[src/rtl/clock_pkg.sv]
// Shared definitions for the digital clock blocks: BCD digit type,
// per-field wrap limits and the default system clock rate.
package clock_pkg;

  typedef logic [3:0] bcd_t;

  localparam int SEC_MAX  = 59;
  localparam int MIN_MAX  = 59;
  localparam int HOUR_MAX = 23;

  localparam int CLK_FREQ_HZ_DEFAULT = 50_000_000;

endpackage : clock_pkg

[src/rtl/bcd_mod_counter.sv]
// Two-digit BCD counter that wraps MAX -> 00. The carry strobe is
// combinational and marks the cycle in which that wrap is being taken.
module bcd_mod_counter
  import clock_pkg::*;
#(
  parameter int MAX = 59
) (
  input  logic clk,
  input  logic rst_n,
  input  logic inc,
  output bcd_t ones,
  output bcd_t tens,
  output logic carry
);

  localparam bcd_t MAX_ONES = bcd_t'(MAX % 10);
  localparam bcd_t MAX_TENS = bcd_t'(MAX / 10);

  bcd_t ones_q, ones_d;
  bcd_t tens_q, tens_d;
  logic at_max;

  // Next-digit logic: terminal count wraps both digits, 9 rolls into tens.
  always_comb begin
    ones_d = ones_q;
    tens_d = tens_q;
    at_max = (ones_q == MAX_ONES) && (tens_q == MAX_TENS);
    carry  = inc && at_max;
    if (inc) begin
      if (at_max) begin
        ones_d = '0;
        tens_d = '0;
      end else if (ones_q == 4'd9) begin
        ones_d = '0;
        tens_d = tens_q + 4'd1;
      end else begin
        ones_d = ones_q + 4'd1;
      end
    end
  end

  // Digit registers.
  always_ff @(posedge clk or negedge rst_n) begin
    if (!rst_n) begin
      ones_q <= '0;
      tens_q <= '0;
    end else begin
      ones_q <= ones_d;
      tens_q <= tens_d;
    end
  end

  assign ones = ones_q;
  assign tens = tens_q;

endmodule : bcd_mod_counter

[src/rtl/bcd_time_counter.sv]
// 24-hour BCD timekeeping core: prescaler down to a 1 Hz tick, cascaded
// seconds/minutes/hours counters, and set pulses that take priority over
// the carry into their own field.
module bcd_time_counter
  import clock_pkg::*;
#(
  parameter int CLK_FREQ_HZ = CLK_FREQ_HZ_DEFAULT
) (
  input  logic       clk,
  input  logic       rst_n,
  input  logic       run,
  input  logic       setMinute,
  input  logic       setHour,
  output logic [3:0] secOnes,
  output logic [3:0] secTens,
  output logic [3:0] minOnes,
  output logic [3:0] minTens,
  output logic [3:0] hourOnes,
  output logic [3:0] hourTens,
  output logic       secondTick
);

  localparam int            CW      = $clog2(CLK_FREQ_HZ);
  localparam logic [CW-1:0] PRE_MAX = CW'(CLK_FREQ_HZ - 1);

  logic [CW-1:0] pre_q, pre_d;
  logic          tick;
  logic          sec_tick_q, sec_tick_d;

  logic sec_carry;
  logic min_inc, min_wrap, min_carry;
  logic hour_inc;
  logic hour_wrap_unused;

  // Prescaler: counts only while running; tick on the terminal count.
  always_comb begin
    pre_d = pre_q;
    tick  = 1'b0;
    if (run) begin
      if (pre_q == PRE_MAX) begin
        pre_d = '0;
        tick  = 1'b1;
      end else begin
        pre_d = pre_q + 1'b1;
      end
    end
    sec_tick_d = tick;
  end

  // Prescaler and registered tick, which lines up with the new seconds.
  always_ff @(posedge clk or negedge rst_n) begin
    if (!rst_n) begin
      pre_q      <= '0;
      sec_tick_q <= 1'b0;
    end else begin
      pre_q      <= pre_d;
      sec_tick_q <= sec_tick_d;
    end
  end

  // Set pulses advance their field once and swallow any coincident carry,
  // so a set plus a carry is still +1 and the set never ripples upward.
  always_comb begin
    min_inc   = setMinute | sec_carry;
    min_carry = min_wrap & ~setMinute;
    hour_inc  = setHour | min_carry;
  end

  bcd_mod_counter #(.MAX(SEC_MAX)) u_sec (
    .clk  (clk),
    .rst_n(rst_n),
    .inc  (tick),
    .ones (secOnes),
    .tens (secTens),
    .carry(sec_carry)
  );

  bcd_mod_counter #(.MAX(MIN_MAX)) u_min (
    .clk  (clk),
    .rst_n(rst_n),
    .inc  (min_inc),
    .ones (minOnes),
    .tens (minTens),
    .carry(min_wrap)
  );

  bcd_mod_counter #(.MAX(HOUR_MAX)) u_hour (
    .clk  (clk),
    .rst_n(rst_n),
    .inc  (hour_inc),
    .ones (hourOnes),
    .tens (hourTens),
    .carry(hour_wrap_unused)
  );

  assign secondTick = sec_tick_q;

endmodule : bcd_time_counter

[config.mk]
export PLATFORM = sky130hd
export DESIGN_NAME = bcd_time_counter
export DESIGN_NICKNAME = d
export VERILOG_FILES = /design/src/rtl/clock_pkg.sv /design/src/rtl/bcd_mod_counter.sv /design/src/rtl/bcd_time_counter.sv
export SDC_FILE = /design/constraint.sdc
export NUM_CORES = 1
export LEC_CHECK = 0
export ABC_AREA = 1
export CAP_MARGIN = 15
export CORE_UTILIZATION = 35
export CTS_BUF_LIST = sky130_fd_sc_hd__clkbuf_4 sky130_fd_sc_hd__clkbuf_8
export DETAILED_ROUTE_END_ITERATION = 10
export GPL_TIMING_DRIVEN = 1
export PLACE_DENSITY = 0.55
export SYNTH_ARGS = -nofsm -noshare
export SYNTH_HDL_FRONTEND = slang
export SYNTH_SLANG_ARGS = --single-unit
[constraint.sdc]
create_clock -name clk -period 1.7 [get_ports clk]
set_clock_uncertainty 0.15 [all_clocks]
set_input_delay 0.51 -clock clk [delete_from_list [all_inputs] [get_ports clk]]
set_output_delay 0.51 -clock clk [all_outputs]
set_load 0.01 [all_outputs]
== After elaboration in Yosys (flattened, before gate mapping) ==
Cells that the tools add are included.

* Add/subtract/negate cells: 7
* Multiply operators: 0
* Div/mod/pow operators: 0
* $lt $le $gt $ge: 0
* Equality and inequality tests: 8
* Shift operators: 0
* Multiplexer cells: 15
* Bitwise operators: 4
* Reductions and logical operators: 11

{| class="wikitable"
|+ Operators by type and width
! kind !! count
|-
| $mux 4 || 12
|-
| $add 26x1->26 const B || 1
|-
| $eq 26x26->1 const B || 1
|-
| $mux 26 || 1
|-
| $add 4x1->4 const B || 6
|-
| $eq 4x4->1 const B || 3
|-
| $eq 4x2->1 const B || 2
|-
| $eq 4x3->1 const B || 2
|-
| $reduce_and 2->1 || 3
|-
| $reduce_bool 2->1 || 3
|-
| $logic_and 1x1->1 || 5
|-
| $mux 1 || 2
|-
| $or 1x1->1 || 2
|-
| $and 1x1->1 || 1
|-
| $not 1->1 || 1
|}

* Flip-flop bits (word level): 51
* Latch bits: 0
* RAM bits: 0
* ROM bits: 0
* Output and inout port bits: 25
* Logic and storage cells: 53
* Memories kept: 0

== Logic depth before layout (Yosys ltp) ==
* Depth in word-level cells: 9
* Depth in mapped cells: 11
* Mapped depth without buffers: 11

== Hierarchy ==
Synthesis repeated with hierarchy kept, for this count alone.

* Cell total of the unflattened synthesis: 434
* Area, all modules: 3235.6 µm²

{| class="wikitable"
|+ Modules (own cells, without submodules)
! module !! times used !! cells each !! area an instance (µm²)
|-
| bcd_time_counter || 1 || 259 || 1838.0
|-
| bcd_mod_counter at u_min ... || 2 || 57 || 440.4
|-
| bcd_mod_counter at u_hour || 1 || 61 || 516.7
|}

== Least setup slack after synthesis ==
OpenSTA, ideal clock, no wires.

* Kind: flip-flop to flip-flop
* Start point: reg u_hour.ones_q[0] (netlist: u_hour.ones[0])
* End point: reg u_hour.tens_q[2] (netlist: u_hour.tens[2])
* Setup time: 0.117 ns
* Arrival: 1.615 ns
* Slack: -0.182 ns
* Cell stages (with the launch flop): 9
* Buffers on the path: 0
* Period minus slack after synthesis: 1.882 ns
* Cells stage by stage: dfrtp_1 ha_1 nand2_1 nor4_1 inv_1 o21ai_1 nand2_1 nand2_1 nand2_1

* Cells in the longest elaborated chain, start to end: 4
* Elaborated cells on any way between the ends: 6
* Classes of those cells: 2 x eq/ne; 1 x mux; 3 x reduce/logical

{| class="wikitable"
|+ RTL lines
! item !! RTL line !! text
|-
| from (decl) || bcd_mod_counter.sv:19 || <nowiki>bcd_t ones_q, ones_d;</nowiki>
|-
| from (signal assigned) || bcd_mod_counter.sv:48 || <nowiki>ones_q <= ones_d;</nowiki>
|-
| $eq 4x2->1 || bcd_mod_counter.sv:27 || <nowiki>at_max = (ones_q == MAX_ONES) && (tens_q == MAX_TENS);</nowiki>
|-
| $logic_and 1x1->1 || bcd_mod_counter.sv:27 ||
|-
| $reduce_bool 2->1 (no line) || n/a ||
|-
| $reduce_and 2->1 (no line) || n/a ||
|-
| to (signal assigned) || bcd_mod_counter.sv:49 || <nowiki>tens_q <= tens_d;</nowiki>
|-
| to (decl) || bcd_mod_counter.sv:20 || <nowiki>bcd_t tens_q, tens_d;</nowiki>
|}

Parallel ways exist; a longest one is shown, timed or not.
A chain may end at the register's enable or synchronous reset.

== Final worst setup path ==
* Start point: reg pre_q[10]
* End point: reg u_min.tens_q[2] (netlist: u_min.tens[2])

* Cells in the longest elaborated chain, start to end: 6

{| class="wikitable"
|+ RTL lines
! item !! RTL line !! text
|-
| from (decl) || bcd_time_counter.sv:26 || <nowiki>logic [CW-1:0] pre_q, pre_d;</nowiki>
|-
| from (signal assigned) || bcd_time_counter.sv:56 || <nowiki>pre_q <= pre_d;</nowiki>
|-
| $eq 26x26->1 || bcd_time_counter.sv:40 || <nowiki>if (pre_q == PRE_MAX) begin</nowiki>
|-
| $mux 1 || bcd_time_counter.sv:40 ||
|-
| $mux 1 || bcd_time_counter.sv:39 || <nowiki>if (run) begin</nowiki>
|-
| $logic_and 1x1->1 || bcd_mod_counter.sv:28 || <nowiki>carry = inc && at_max;</nowiki>
|-
| $or 1x1->1 || bcd_time_counter.sv:64 || <nowiki>min_inc = setMinute | sec_carry;</nowiki>
|-
| $reduce_and 2->1 (no line) || n/a ||
|-
| to (signal assigned) || bcd_mod_counter.sv:49 ||
|-
| to (decl) || bcd_mod_counter.sv:20 ||
|}

Every way passes these cells.

==> summary.txt <==
Clocking
  – Clock sinks: 51
  – Clock buffer depth: 2
  – CTS H-Tree Depth: 2
  – Worst skew pair latency: 0.32 ns
  – Cts hold-fix bufs: 0
  – Root buf cell: clkbuf_8
  – Total CTS buffers: 5
  – CTS tree: built
  – Clock-pin slew on the worst setup and hold paths: ~0.1 ns

Detailed routing
  – Number of remaining DRC errors: 0
  – Vias per cell: 4.89
  – Post-DRT Antenna Nets: 0
  – First DRT Iteration DRCs: 177
  – Routed len/inst: 13.8 um
  – WL final: about 9.2 mm
  – First-pass detailed-route iteration total: 6
  – Via count: 3282

Logic synthesis
  – Most frequent cell after synthesis: nand2_1
  – Area share of fa/ha/maj cells after synthesis: under 10%
  – Ys async rst share: 100%
  – Dominant cell type by area after synthesis: dfrtp_1
  – Synth Register Bits: 51
  – Mapped Avg Cell Area: 7.52 um2
  – Complex-gate fraction of the synthesized area: 7.13%
  – Synth Warn #: 0
  – Synth cell types: 31
  – Net Count, Synth: around 430
  – Synthesized area: 3090 um2
  – Area contributors post-synth: dfrtp_1 41%, nand2_1 11%, inv_1 7.3%, nand3_1 5.5%, nor2_1 5.5%
  – Xor and xnor area share after synthesis: 3.68%
  – Post-synthesis mux area share: 0%
  – Mapped Cells: 411
  – Yosys top cell area share: 41.3%
  – Largest family of logic cells by synthesized area: simple AND/OR/NAND/NOR gates
  – Seq/Total Area, Yosys: 41.3%
  – Commonest cells in the netlist: 94 x nand2_1, 60 x inv_1, 51 x dfrtp_1, 45 x nor2_1, 34 x nand3_1
  – Post-synth EDFFs: 0
  – Prevailing post-synth register cell: dfrtp_1
  – Simple-Gate Fraction of Synth Area: around a third

Floorplan
  – Die height: 96.0 um
  – DIE AREA: 9210 um2
  – Horiz. Die Dim: 96.0 um
  – Top-Level Pins: 30
  – CORE AREA: roughly 8400 um2
  – Starting Density: 36.9%
  – Site Rows: 33

Placed design
  – IO Port Bufs: 29
  – DP HPWL: roughly 6.3 mm
  – Placed Area: between 4000 and 5000 um2
  – Placed cells: 626
  – Final GP Congestion: 0.926

Final layout
  – Final core utilization: 61.2%
  – Syn-to-layout area delta: 65.9%
  – Cell Count, Final, Fillers Out: approximately 670
  – # nets final: 583
  – Layout cell share with drive strength beyond 1: 44.5%
  – Diodes inserted: 0
  – Finished Cell Area: ~5100 um2

Timing
  – Relative slew slack: 78.7%
  – Final Max Tran Viols: 0
  – Final setup fails: 45
  – Part of the cycle the worst path needs: 110%
  – Unrepaired setup endpoints after global routing: true
  – Final worst slack: -0.162 ns
  – Crit path time final: roughly 1.9 ns
  – Peak Freq: 537 MHz
  – Final hold violation count: 0
  – Worst Tran Pin Value: 0.317 ns

GRT
  – Initial antenna violation count: 0
  – First-pass GRT wire length: 14.7 mm
  – GRT Total Usage: between 20 and 25%
  – Grt total ovfl: 0
  – Largest net degree at the start of global routing: 33
  – Vias in the first global route: 3185

Critical path
  – Critical-path cell list: nor2_1 -> nand2_1 -> nor2_1 -> nand2_2 -> nor2_4 -> nand3_4 -> nand2_8 -> nand2_8 -> nand2_2 -> o21ai_2
  – Critical Path Slowest Stage Cell: dfrtp_1
  – WS Path Type: register to register
  – Critical Path AT: 1.92 ns
  – CP max stage delay: 0.39 ns
  – Crit Path Max Fanout: 8
  – Setup crit end kind: register
  – Worst R2R Setup Slack: -0.16 ns
  – Crit path required time: 1.76 ns
  – Startpoint Class: register

Power
  – Flop pwr share: 33.1%
  – Combinational power share: 51.6%
  – Switching part of the total: between 40% and 50%
  – Cell internal pwr: roughly 3.1 mW
  – Maximum vdd drop: 0.676 mV
  – PD cells: a little over 1000 nW/um2
  – Sw power: 2.10 mW
  – Clock Power Share: between 15 and 20%
  – Leak: 2.65 nW

Flow run
  – Max-Cap Viols: 0

Min path
  – Class of the worst hold path: input port to asynchronous set/reset pin

Run status
  – Violated checks: negative setup slack
  – Status: complete, but fails checks
-- worst max-delay path: cells and delay by family (launching register included) --
kind	cells	cell delay, ns
and+or+nand+nor	9	1.17
DFF	1	0.39
AOI/OAI and AO/OA	1	0.05
-- cell usage in the layout, fill, tap and decap left out, types with 4 or more instances in the layout --
cell	Yosys	final
nand4_1	10	10
nand3_1	34	21
nor2_2	3	4
clkbuf_8	0	7
o21ai_0	17	4
nor2_4	3	15
nand2_1	94	61
buf_6	1	19
clkdlybuf4s15_1	0	9
ha_1	13	11
dfrtp_1	51	48
inv_2	1	5
o21ai_2	0	8
nand3_4	0	5
xor2_1	11	11
nand3_2	2	10
nand2_4	1	11
a21oi_1	11	7
nand2_2	5	26
a21oi_2	0	4
or2_2	8	8
o21ai_1	11	15
nor2_1	45	32
inv_1	60	54
buf_4	0	99
dlygate4sd2_1	0	13
nor3_1	11	8
-- metal layers --
metal  GRT usage (%)  routed length, um  part of all wire (%)
met5               0                  0                     0
met2            34.3               4530                    49
met3            2.92                277                   3.0
met1            28.2               4280                    46
met4            5.85                147                   1.6
-- area by class of cell --
class	instances	area, um2
Fill cell	717	3250
Tap cell	105	131
Multi-Input combinational cell	297	2120
Timing Repair Buffer	149	1260
Sequential cell	51	1280
Clock inverter	1	7.51
Clock buffer	7	96.3
Inverter	61	234
-- through the flow --
step / hold WS [ns] / TNS [ns] / worst slack [ns] / total power, mW
floorplan: 0.0644 / -0.00211 / -0.00105 / 2.67
global placement: 0.350 / -15.10 / -0.490 / 3.71
detailed placement: 0.356 / -16.56 / -0.504 / 3.76
CTS: 0.00769 / -2.61 / -0.124 / 4.96
global route: 0.000993 / -8.95 / -0.267 / 5.60
finish: 0.00106 / -4.18 / -0.162 / 5.23
-- flip-flops by register name, indices dropped and copies added, names as in the netlist --
signal / count
secondTick: 1
u_sec.ones: 4
u_min.ones: 4
u_min.tens: 4
u_hour.tens: 4
u_hour.ones: 4
u_sec.tens: 4
pre_q: 26
-- power groups by stage --
stage                     clock [mW]  combinational, mW  sequential (mW)
after CTS                      0.826               2.43             1.70
after global routing           0.875               2.96             1.76
after detailed placement           0               2.03             1.72
after floorplan                    0              0.863             1.81
after global placement             0               1.99             1.72
final                          0.804               2.70             1.73
-- final timing paths --
kind	from	cells past startpoint	endpoint
worst max register to register	pre_q[10]	10	u_min.tens[2]
worst min-delay path	rst_n	2	pre_q[25]
worst min register to register	pre_q[22]	2	pre_q[22]
worst max-delay path	pre_q[10]	10	u_min.tens[2]
max in group asynchronous	rst_n	2	u_hour.ones[0]
min in group clk	pre_q[22]	2	pre_q[22]
-- what timing repair did --
item | 4_1_cts | 5_1_grt
buffers inserted | 28 | 11
resized for setup | 132 | 73
pin swaps | 37 | 34
setup endpoints to repair | 70 | 57
gates cloned | 1 | 0
-- logic make-up (layout without fill, tap and decap cells) --
group           count (synthesis)  count (layout)
simple gates                  228             229
buf+inv                        64             218
flops                          51              51
compound gates                 42              42
fa+ha+maj                      13              13
xor+xnor                       13              13
(Power assumes the default switching activity.)
